<file path="config.mk">
export PLATFORM = sky130hd
export DESIGN_NAME = mips_multicycle_ctrl_flat
export DESIGN_NICKNAME = d
export VERILOG_FILES = /design/src/rtl/mips_ctrl_pkg.sv /design/src/rtl/mips_multicycle_ctrl_if.sv /design/src/rtl/mips_ctrl_outdec.sv /design/src/rtl/mips_multicycle_ctrl.sv /design/src/flat_wrapper.sv
export SDC_FILE = /design/constraint.sdc
export NUM_CORES = 1
export LEC_CHECK = 0
export CORE_MARGIN = 4
export CORE_UTILIZATION = 56
export CTS_CLUSTER_SIZE = 10
export DETAILED_ROUTE_END_ITERATION = 7
export DONT_BUFFER_PORTS = 1
export GPL_ROUTABILITY_DRIVEN = 1
export GPL_TIMING_DRIVEN = 0
export MAX_ROUTING_LAYER = met4
export PLACE_DENSITY = 0.71
export SYNTH_ARGS = -nofsm -noshare
export SYNTH_HDL_FRONTEND = slang
export SYNTH_SLANG_ARGS = --single-unit
</file>
<file path="constraint.sdc">
create_clock -name clk -period 4.4 [get_ports clk]
set_clock_uncertainty 0.15 [all_clocks]
set_input_delay 0 -clock clk [delete_from_list [all_inputs] [get_ports clk]]
set_output_delay 0 -clock clk [all_outputs]
set_load 0.005 [all_outputs]
</file>
<file path="src/rtl/mips_ctrl_pkg.sv">
// rtl/mips_ctrl_pkg.sv - shared types, opcodes and select encodings for the multi-cycle MIPS controller
package mips_ctrl_pkg;

    typedef enum logic [3:0] {
        S_FETCH, S_DECODE, S_MEM_ADDR, S_MEM_RD, S_MEM_WB, S_MEM_WR, S_EXEC_R,
        S_R_WB, S_EXEC_I, S_I_WB, S_BRANCH, S_JUMP, S_MOVE_WB, S_HALT
    } state_e;

    localparam logic [5:0] OP_R    = 6'b000000;
    localparam logic [5:0] OP_LW   = 6'b100011;
    localparam logic [5:0] OP_LB   = 6'b100000;
    localparam logic [5:0] OP_SW   = 6'b101011;
    localparam logic [5:0] OP_SB   = 6'b101000;
    localparam logic [5:0] OP_BEQ  = 6'b000100;
    localparam logic [5:0] OP_BNE  = 6'b000101;
    localparam logic [5:0] OP_ADDI = 6'b001000;
    localparam logic [5:0] OP_ANDI = 6'b001100;
    localparam logic [5:0] OP_ORI  = 6'b001101;
    localparam logic [5:0] OP_SLTI = 6'b001010;
    localparam logic [5:0] OP_J    = 6'b000010;
    localparam logic [5:0] OP_MOVE = 6'b010001;

    localparam logic [2:0] ALU_ADD   = 3'd0;
    localparam logic [2:0] ALU_SUB   = 3'd1;
    localparam logic [2:0] ALU_FUNCT = 3'd2;
    localparam logic [2:0] ALU_AND   = 3'd3;
    localparam logic [2:0] ALU_OR    = 3'd4;
    localparam logic [2:0] ALU_SLT   = 3'd5;

    localparam logic [1:0] PC_INC    = 2'd0;
    localparam logic [1:0] PC_BRANCH = 2'd1;
    localparam logic [1:0] PC_JUMP   = 2'd2;

    localparam logic [1:0] SRCB_RT    = 2'd0;
    localparam logic [1:0] SRCB_ONE   = 2'd1;
    localparam logic [1:0] SRCB_IMM   = 2'd2;
    localparam logic [1:0] SRCB_SHIFT = 2'd3;

    typedef struct packed {
        logic       mem_req;
        logic       mem_we;
        logic       iord;
        logic       byte_op;
        logic       ir_write;
        logic       pc_we;
        logic [1:0] pc_src;
        logic       reg_write;
        logic       reg_dst;
        logic       mem_to_reg;
        logic       move_sel;
        logic       alu_src_a;
        logic [1:0] alu_src_b;
        logic [2:0] alu_op;
        logic       halted;
    } ctrl_t;

    function automatic logic is_store(input logic [5:0] op);
        return (op == OP_SW) || (op == OP_SB);
    endfunction

    function automatic logic is_byte(input logic [5:0] op);
        return (op == OP_LB) || (op == OP_SB);
    endfunction

endpackage

</file>
<file path="src/rtl/mips_multicycle_ctrl_if.sv">
// rtl/mips_multicycle_ctrl_if.sv - shared-memory request handshake between controller and memory block
interface mips_multicycle_ctrl_if;
    logic mem_req;
    logic mem_we;
    logic iord;
    logic byte_op;
    logic mem_ready;

    modport master (output mem_req, mem_we, iord, byte_op, input mem_ready);
    modport slave  (input mem_req, mem_we, iord, byte_op, output mem_ready);
endinterface

</file>
<file path="src/rtl/mips_ctrl_outdec.sv">
// rtl/mips_ctrl_outdec.sv - combinational decode of FSM state and IR opcode into datapath controls
module mips_ctrl_outdec
    import mips_ctrl_pkg::*;
(
    input  logic       en,
    input  state_e     state,
    input  logic [5:0] opcode,
    input  logic       zero,
    input  logic       mem_ready,
    input  logic       run,
    output ctrl_t      ctrl
);

    always_comb begin
        ctrl = '0;
        if (en) begin
            case (state)
                S_FETCH: if (run) begin
                    ctrl.mem_req   = 1'b1;
                    ctrl.alu_src_b = SRCB_ONE;
                    ctrl.alu_op    = ALU_ADD;
                    // IR load and PC+1 commit in the cycle the word arrives
                    if (mem_ready) begin
                        ctrl.ir_write = 1'b1;
                        ctrl.pc_we    = 1'b1;
                        ctrl.pc_src   = PC_INC;
                    end
                end
                S_DECODE: begin
                    ctrl.alu_src_b = SRCB_SHIFT;
                    ctrl.alu_op    = ALU_ADD;
                end
                S_MEM_ADDR: begin
                    ctrl.alu_src_a = 1'b1;
                    ctrl.alu_src_b = SRCB_IMM;
                    ctrl.alu_op    = ALU_ADD;
                    ctrl.byte_op   = is_byte(opcode);
                end
                S_MEM_RD: begin
                    ctrl.mem_req = 1'b1;
                    ctrl.iord    = 1'b1;
                    ctrl.byte_op = is_byte(opcode);
                end
                S_MEM_WR: begin
                    ctrl.mem_req = 1'b1;
                    ctrl.mem_we  = 1'b1;
                    ctrl.iord    = 1'b1;
                    ctrl.byte_op = is_byte(opcode);
                end
                S_MEM_WB: begin
                    ctrl.reg_write  = 1'b1;
                    ctrl.mem_to_reg = 1'b1;
                    ctrl.byte_op    = is_byte(opcode);
                end
                S_EXEC_R: begin
                    ctrl.alu_src_a = 1'b1;
                    ctrl.alu_src_b = SRCB_RT;
                    ctrl.alu_op    = ALU_FUNCT;
                end
                S_R_WB: begin
                    ctrl.reg_write = 1'b1;
                    ctrl.reg_dst   = 1'b1;
                end
                S_EXEC_I: begin
                    ctrl.alu_src_a = 1'b1;
                    ctrl.alu_src_b = SRCB_IMM;
                    case (opcode)
                        OP_ANDI: ctrl.alu_op = ALU_AND;
                        OP_ORI:  ctrl.alu_op = ALU_OR;
                        OP_SLTI: ctrl.alu_op = ALU_SLT;
                        default: ctrl.alu_op = ALU_ADD;
                    endcase
                end
                S_I_WB: ctrl.reg_write = 1'b1;
                S_BRANCH: begin
                    ctrl.alu_src_a = 1'b1;
                    ctrl.alu_src_b = SRCB_RT;
                    ctrl.alu_op    = ALU_SUB;
                    ctrl.pc_src    = PC_BRANCH;
                    ctrl.pc_we     = (opcode == OP_BNE) ? !zero : zero;
                end
                S_JUMP: begin
                    ctrl.pc_we  = 1'b1;
                    ctrl.pc_src = PC_JUMP;
                end
                S_MOVE_WB: begin
                    ctrl.reg_write = 1'b1;
                    ctrl.move_sel  = 1'b1;
                end
                S_HALT: ctrl.halted = 1'b1;
                default: ctrl = '0;
            endcase
        end
    end

endmodule

</file>
<file path="src/rtl/mips_multicycle_ctrl.sv">
// rtl/mips_multicycle_ctrl.sv - multi-cycle MIPS sequencer; MIPS_CTRL_PERF_EN adds cycle/instruction counters
module mips_multicycle_ctrl
    import mips_ctrl_pkg::*;
#(
    parameter int MEM_TIMEOUT_W = 8
) (
    input  logic                   clk,
    input  logic                   rst_n,
    input  logic                   run,
    input  logic [5:0]             opcode,
    input  logic                   zero,
    mips_multicycle_ctrl_if.master mem,
    output logic                   ir_write,
    output logic                   pc_we,
    output logic [1:0]             pc_src,
    output logic                   reg_write,
    output logic                   reg_dst,
    output logic                   mem_to_reg,
    output logic                   move_sel,
    output logic                   alu_src_a,
    output logic [1:0]             alu_src_b,
    output logic [2:0]             alu_op,
    output logic                   halted
`ifdef MIPS_CTRL_PERF_EN
    ,
    output logic [31:0]            cycle_cnt,
    output logic [31:0]            instr_cnt
`endif
);

    // Last count before the watchdog saturates at 2^W-1 wait cycles
    localparam logic [MEM_TIMEOUT_W-1:0] WD_LAST = ~{{(MEM_TIMEOUT_W-1){1'b0}}, 1'b1};

    state_e                   state_q, state_d;
    logic [MEM_TIMEOUT_W-1:0] wd_q, wd_d;
    ctrl_t                    ctrl;

    // Outputs are forced low for as long as reset is held, independent of run
    mips_ctrl_outdec u_outdec (
        .en        (rst_n),
        .state     (state_q),
        .opcode    (opcode),
        .zero      (zero),
        .mem_ready (mem.mem_ready),
        .run       (run),
        .ctrl      (ctrl)
    );

    always_comb begin
        state_d = state_q;
        case (state_q)
            S_FETCH:    if (run && mem.mem_ready) state_d = S_DECODE;
            S_DECODE: begin
                case (opcode)
                    OP_R:                           state_d = S_EXEC_R;
                    OP_LW, OP_LB, OP_SW, OP_SB:     state_d = S_MEM_ADDR;
                    OP_BEQ, OP_BNE:                 state_d = S_BRANCH;
                    OP_ADDI, OP_ANDI, OP_ORI, OP_SLTI: state_d = S_EXEC_I;
                    OP_J:                           state_d = S_JUMP;
                    OP_MOVE:                        state_d = S_MOVE_WB;
                    default:                        state_d = S_HALT;
                endcase
            end
            S_MEM_ADDR: state_d = is_store(opcode) ? S_MEM_WR : S_MEM_RD;
            S_MEM_RD:   if (mem.mem_ready) state_d = S_MEM_WB;
            S_MEM_WR:   if (mem.mem_ready) state_d = S_FETCH;
            S_EXEC_R:   state_d = S_R_WB;
            S_EXEC_I:   state_d = S_I_WB;
            S_HALT:     state_d = S_HALT;
            default:    state_d = S_FETCH;
        endcase
        if (ctrl.mem_req && !mem.mem_ready && (wd_q == WD_LAST)) state_d = S_HALT;

        if (mem.mem_ready)     wd_d = '0;
        else if (ctrl.mem_req) wd_d = wd_q + 1'b1;
        else                   wd_d = wd_q;
    end

`ifdef MIPS_CTRL_PERF_EN
    logic [31:0] cycle_cnt_q, cycle_cnt_d, instr_cnt_q, instr_cnt_d;

    always_comb begin
        cycle_cnt_d = (state_q != S_HALT) ? cycle_cnt_q + 32'd1 : cycle_cnt_q;
        instr_cnt_d = (state_q != S_FETCH && state_d == S_FETCH) ? instr_cnt_q + 32'd1 : instr_cnt_q;
    end

    assign cycle_cnt = cycle_cnt_q;
    assign instr_cnt = instr_cnt_q;
`endif

    always_ff @(posedge clk or negedge rst_n) begin
        if (!rst_n) begin
            state_q <= S_FETCH;
            wd_q    <= '0;
`ifdef MIPS_CTRL_PERF_EN
            cycle_cnt_q <= '0;
            instr_cnt_q <= '0;
`endif
        end else begin
            state_q <= state_d;
            wd_q    <= wd_d;
`ifdef MIPS_CTRL_PERF_EN
            cycle_cnt_q <= cycle_cnt_d;
            instr_cnt_q <= instr_cnt_d;
`endif
        end
    end

    assign mem.mem_req = ctrl.mem_req;
    assign mem.mem_we  = ctrl.mem_we;
    assign mem.iord    = ctrl.iord;
    assign mem.byte_op = ctrl.byte_op;
    assign ir_write    = ctrl.ir_write;
    assign pc_we       = ctrl.pc_we;
    assign pc_src      = ctrl.pc_src;
    assign reg_write   = ctrl.reg_write;
    assign reg_dst     = ctrl.reg_dst;
    assign mem_to_reg  = ctrl.mem_to_reg;
    assign move_sel    = ctrl.move_sel;
    assign alu_src_a   = ctrl.alu_src_a;
    assign alu_src_b   = ctrl.alu_src_b;
    assign alu_op      = ctrl.alu_op;
    assign halted      = ctrl.halted;

endmodule

</file>
<file path="src/flat_wrapper.sv">
// flat-port wrapper written by rule: the top's interface ports become plain ports
module mips_multicycle_ctrl_flat import mips_ctrl_pkg::*;
#(
    parameter int MEM_TIMEOUT_W = 8
)
  (clk, rst_n, run, opcode, zero, ir_write, pc_we, pc_src, reg_write, reg_dst, mem_to_reg, move_sel, alu_src_a, alu_src_b, alu_op, halted, mem_mem_req, mem_mem_we, mem_iord, mem_byte_op, mem_mem_ready);
  mips_multicycle_ctrl_if mem_i ();
  input  logic clk;
  input  logic rst_n;
  input  logic run;
  input  logic [5:0] opcode;
  input  logic zero;
  output logic ir_write;
  output logic pc_we;
  output logic [1:0] pc_src;
  output logic reg_write;
  output logic reg_dst;
  output logic mem_to_reg;
  output logic move_sel;
  output logic alu_src_a;
  output logic [1:0] alu_src_b;
  output logic [2:0] alu_op;
  output logic halted;
  output wire logic [$bits(mem_i.mem_req)-1:0] mem_mem_req;
  output wire logic [$bits(mem_i.mem_we)-1:0] mem_mem_we;
  output wire logic [$bits(mem_i.iord)-1:0] mem_iord;
  output wire logic [$bits(mem_i.byte_op)-1:0] mem_byte_op;
  input wire logic [$bits(mem_i.mem_ready)-1:0] mem_mem_ready;
  assign mem_mem_req = mem_i.mem_req;
  assign mem_mem_we = mem_i.mem_we;
  assign mem_iord = mem_i.iord;
  assign mem_byte_op = mem_i.byte_op;
  assign mem_i.mem_ready = mem_mem_ready;
  mips_multicycle_ctrl #(.MEM_TIMEOUT_W(MEM_TIMEOUT_W)) u_core (.clk(clk), .rst_n(rst_n), .run(run), .opcode(opcode), .zero(zero), .mem(mem_i), .ir_write(ir_write), .pc_we(pc_we), .pc_src(pc_src), .reg_write(reg_write), .reg_dst(reg_dst), .mem_to_reg(mem_to_reg), .move_sel(move_sel), .alu_src_a(alu_src_a), .alu_src_b(alu_src_b), .alu_op(alu_op), .halted(halted));
endmodule
</file>
; ---- Word level (Yosys, flattened, before mapping)
; Memory sizes are Yosys's and may differ from the RTL's.
; Cells that the tools add are included.
; Widths: inputs -> output; s select.
[op_classes]
add_sub_neg = 1
eq_ne = 24
muxes = 28
n_reduce_logical = 14
[ops]
columns = cell, count
row1 = $pmux 4 s8, 1
row2 = $pmux 5 s6, 1
row3 = $mux 4, 7
row4 = $eq 4x4->1 const B, 6
row5 = $mux 19, 1
row6 = $eq 6x4->1 const B, 3
row7 = $eq 6x6->1 const B, 3
row8 = $pmux 3 s3, 2
row9 = $eq 4x3->1 const B, 4
row10 = $mux 8, 2
row11 = $mux 1, 12
row12 = $reduce_or 4->1, 3
row13 = $add 8x1->8 const B, 1
row14 = $eq 4x2->1 const B, 2
row15 = $eq 8x8->1 const B, 1
row16 = $eq 6x3->1 const B, 1
row17 = $ne 3x2->1 const B, 2
row18 = $eq 4x1->1 const B, 1
row19 = $logic_not 4->1, 1
row20 = $logic_and 1x1->1, 3
row21 = $mux 3, 1
row22 = $ne 3x1->1 const B, 1
row23 = $reduce_and 3->1, 1
row24 = $logic_not 1->1, 2
row25 = other kinds (4), 5
[word_totals]
regBits = 12
mem_bits_ro = 256
input_bits = 11
output_inout_bits = 19
word_cells = 70
memories = 1
[mem_list]
columns = name, depth, word_bits, read_ports, rd_ports_with_merged_regs, write_ports, line_no
row1 = (name not given), 64, 4, 1, 0, 0, mips_multicycle_ctrl.sv:54  ; case (opcode)

; ---- Depth between registers and ports, before layout
[depth]
word_depth = 8
mapped_depth = 7
ltp_nobuf = 7

; ---- By module
; A second synthesis with hierarchy kept.
[hier_totals]
hier_cells = 188
area_unflattened_um2 = 1368.8
[by_module_without_submodules]
columns = mod, n_inst, cells_each, area_each_um2, seq_area_each_um2
row1 = mips_multicycle_ctrl, 1, 117, 947.2, 300.3
row2 = mips_ctrl_outdec, 1, 71, 421.7, 0.0

; ---- Worst setup path before layout
; OpenSTA, ideal clock, no wires.
[synth_path]
path_kind = register to register
start = register u_core.state_q[1]
end = register u_core.wd_q[3]
setup_ps = 132
t_arrival_ps = 1560
required_time_ps = 4118
slack_ps = 2558
path_stages_with_launch = 7
n_path_buf = 1
synth_period_minus_slack_ps = 1842
path_cell_list = dfrtp_1 or4b_1 a31oi_1 buf_4 nand4_1 xor2_1 nor2_1
[synth_via]
elab_chain_len = 5
word_cells_on_any_way = 7
classes_between = 2 x eq/ne / 2 x mux / 3 x reduce/logical
[synth_lines]
columns = element, line_no
row1 = from (decl), mips_multicycle_ctrl.sv:34  ; state_e state_q, state_d;
row2 = from (signal assigned), mips_multicycle_ctrl.sv:100  ; state_q <= state_d;
row3 = $eq 4x2->1 or $eq 4x3->1 (tied branches), mips_ctrl_outdec.sv:17  ; case (state)
row4 = $reduce_or 2->1 (no source line), -
row5 = $pmux 1 s2 (*), mips_ctrl_outdec.sv:17
row6 = $mux 19 (*), mips_ctrl_outdec.sv:16  ; if (en) begin
row7 = net mem_mem_req, flat_wrapper.sv:24  ; output wire logic [$bits(mem_i.mem_req)-1:0] mem_mem_req;
row8 = $reduce_bool 2->1 (no source line) (*), -
row9 = to (signal assigned), mips_multicycle_ctrl.sv:101  ; wd_q <= wd_d;
row10 = to (decl), mips_multicycle_ctrl.sv:35  ; logic [MEM_TIMEOUT_W-1:0] wd_q, wd_d;
; The timed path passes the listed nets; every way through them passes the cells marked *.
; A chain may end at the register's enable or synchronous reset.

; ---- Worst setup path after layout
[layout_path]
start = register u_core.state_q[0]
end = register u_core.state_q[1]
[layout_via]
elab_chain_len = 8
word_cells_on_any_way = 19
classes_between = 10 x eq/ne / 4 x mux / 5 x reduce/logical
[layout_lines]
columns = element, line_no
row1 = $eq 4x2->1 or $eq 4x3->1 (tied branches), "mips_ctrl_outdec.sv:17, mips_multicycle_ctrl.sv:51"
row2 = $reduce_or 2->1 (no source line), -
row3 = $pmux 1 s2, mips_ctrl_outdec.sv:17
row4 = $mux 19, mips_ctrl_outdec.sv:16
row5 = $logic_and 1x1->1 (2 in series), mips_multicycle_ctrl.sv:72  ; if (ctrl.mem_req && !mem.mem_ready && (wd_q == WD_LAST)) state_d = S_HALT;
row6 = $ne 3x1->1 (no source line) or $ne 3x2->1 (tied branches), -
row7 = $reduce_and 3->1 (no source line), -
; Parallel ways exist; a longest one is shown, timed or not.

==> impl_metrics.py <==
metrics = {
    "power_and_ir_drop": {
        "power.density_nw_per_um2": 428,
        "p_leak_uw": 0.000581,
        "peakVddDrop_uv": 267,
        "p_total_uw": 594,
    },
    "sta": {
        "setup_slack_ns": 1.84,
        "fin_crit_ns": 2.56,
        "max_freq_ghz": 0.391,
        "rsz0062_at_grt": "false",
        "setup_viol": 0,
        "slew_violations": 0,
        "tightest_slew_ns": 0.560,
        "period_share_pct": 58.2,
        "timing.hold.ws_ns": 0.00112,
        "hold_viol_final": 0,
        "relSlewSlack_pct": 62.5,
        "tns_ns": 0,
    },
    "synth": {
        "synth_cell_type_count": 47,
        "synth_area_um2": 1270,
        "synthTopCellsByCount": "29 x nor2_1, 14 x nand2_1, 12 x dfrtp_1, 10 x clkbuf_1, 9 x xor2_1",
        "yosysTopAreaCell": "dfrtp_1",
        "synthArstFlopShare_pct": 100,
        "avgSynthCellArea_um2": 7.44,
        "yosysTopAreaCellShare_pct": 23.6,
        "yosys_warnings": 0,
        "synth.area.top_cells": "dfrtp_1 24%, nor2_1 8.6%, ha_1 7.9%",
        "synth_cells": 171,
        "ys_seq_elements": 12,
        "synth_seq_area_share_pct": 23.6,
        "yosysMostFrequentCell": "nor2_1",
        "ys.flop_type": "dfrtp_1",
        "synth_edf_count": 0,
        "syn_nets": 190,
    },
    "flow_run": {
        "maxCapViolCount": 0,
    },
    "floorplanning": {
        "io_pins": 30,
        "core_um2": 2060,
        "rows": 16,
        "die_w_um": 55.7,
        "dieArea_um2": 3100,
        "die_h_um": 55.7,
        "start_util_pct": 61.7,
    },
    "hold_path": {
        "min_from": "opcode[3]",
        "hold_class": "primary input to output pin",
    },
    "routing": {
        "routed_wl_mm": 3.41,
        "dr.pass1.iters": 4,
        "vias": 1283,
        "viasPerCell": 6.20,
        "drtAntennaViolNets": 0,
        "drtIter0Drc": 25,
        "avgRoutedWirePerCell_um": 16.5,
        "post-route-drc-count": 0,
    },
    "cells_and_area": {
        "area_growth_pct": 9.14,
        "diodes": 0,
        "area.sequential_um2": 300,
        "fillers": 197,
        "multiInputGateArea_um2": 892,
        "drive_gt1_share_pct": 3.89,
        "finalNetCount": 201,
    },
    "critical_path": {
        "crit_arrival_ns": 2.56,
        "r2r-start": "u_core.state_q[0]",
        "setup.worst_path.end_class": "register",
        "slowest_delay_ns": 0.56,
        "cp_slowest_cell": "dlygate4sd3_1",
        "start_kind": "register",
        "path_cells": "clkbuf_1, nand3b_1, a31oi_1, nand4_1, a31o_2, dlygate4sd3_1",
        "crit_type": "register to register",
        "cp_max_fo": 10,
        "worstPathRequired_ns": 4.40,
        "startpoint": "u_core.state_q[0]",
    },
    "cts": {
        "cts.repair_timing.setup_buffer_count": 0,
        "clkSlewWorstSetupHoldPaths_ns": 0.07,
        "cts-root-buf": "clkbuf_4",
        "numClockSinks": 12,
        "clock_path_buffers": 2,
        "numCtsBuffers": 3,
        "cts_tree": "yes",
        "insertion_delay_ns": 0.27,
        "htreeDepth": 1,
    },
    "placed_design": {
        "hpwl_mm": 2.53,
        "io_buffers": 0,
        "dp_slack_ns": 2.36,
        "place_congestion": 0.870,
    },
    "grt": {
        "grt_use_total_pct": 23.4,
        "grt_max_degree": 14,
        "antenna_found_initial": 0,
        "grt_pass1_vias": 1231,
        "grt-ovfl-total": 0,
        "grt_pass1_wl_mm": 5.88,
    },
    "run_status": {
        "status": "complete, no violations",
    },
}
## cell usage in the layout (no fill, tap or decap), drive strengths merged, types with 6 or more instances in the layout
cell type	count
nand4	7
dfrtp	12
inv	6
nand2	14
nor2b	6
ha	8
a21oi	7
nor2	29
xor2	9
dlygate4sd3	6
clkbuf	13
## metal layers
metal	up-vias	GRT usage (%)	share of wire, %
met5	-	-	0
met4	0	5.21	0.41
met3	3	5.80	5.8
met2	38	34.8	46
met1	617	32.0	48
li1	625	-	-
## path summary, 6_finish.rpt
path,endpoint,slack [ns],cells after the start
worst min-delay path,alu_op[2],0.001,2
worst max register to register,u_core.state_q[1],1.84,6
worst max-delay path,u_core.state_q[1],1.84,6
min in group asynchronous,u_core.wd_q[7],0.01,1
worst min register to register,u_core.wd_q[6],0.39,2
max in group asynchronous,u_core.state_q[3],3.72,1
## cell type report
type,count,area share (%)
clock buffers,3,1.62
plain buffers,14,4.14
repair buffers,6,4.32
inverters,6,1.62
flip-flops and latches,12,21.6
multi-input cells,139,64.2
well taps,27,2.43
## flip-flops by register name, indices dropped and copies added (netlist names)
| signal | flops |
|---|---|
| u_core.state_q | 4 |
| u_core.wd_q | 8 |
## critical path: cells and delay by family (launching register included)
| family | cells | cell delay (ns) |
|---|---|---|
| AO/OA/AOI/OAI | 2 | 0.52 |
| buffers and inverters | 2 | 0.94 |
| flip-flops | 1 | 0.40 |
| AND/OR/NAND/NOR | 2 | 0.43 |
## stage by stage
stage / cell area (um^2) / util [%] / cells
4_1_cts: 1390 / 67.4 / 207
6_report: 1390 / 67.4 / 207
3_5_place_dp: 1310 / 63.3 / 198
2_1_floorplan: 1270 / - / 171
3_3_place_gp: 1310 / 63.3 / 198
5_1_grt: 1390 / 67.4 / 207
## timing repair
action                    CTS  global route
hold endpoints to repair   26             0
hold buffers                6             0
gates resized for setup     0             0
## where the power goes
part / leakage [uW] / switching (uW) / internal (uW)
combinational: 0.000405 / 231 / 150
clock: 0.0000138 / 34.2 / 31.6
sequential: 0.000162 / 17.6 / 129
## cell families after synthesis
family | after synthesis | share of synthesized area, %
AO/OA/AOI/OAI | 29 | 15.7
XOR/XNOR | 11 | 7.57
adder cells (fa/ha/maj) | 8 | 7.87
buffers and inverters | 20 | 6.29
flip-flops | 12 | 23.6
multiplexers | 4 | 3.15
AND/OR/NAND/NOR | 87 | 35.8
Power figures use the tool's default switching activity.
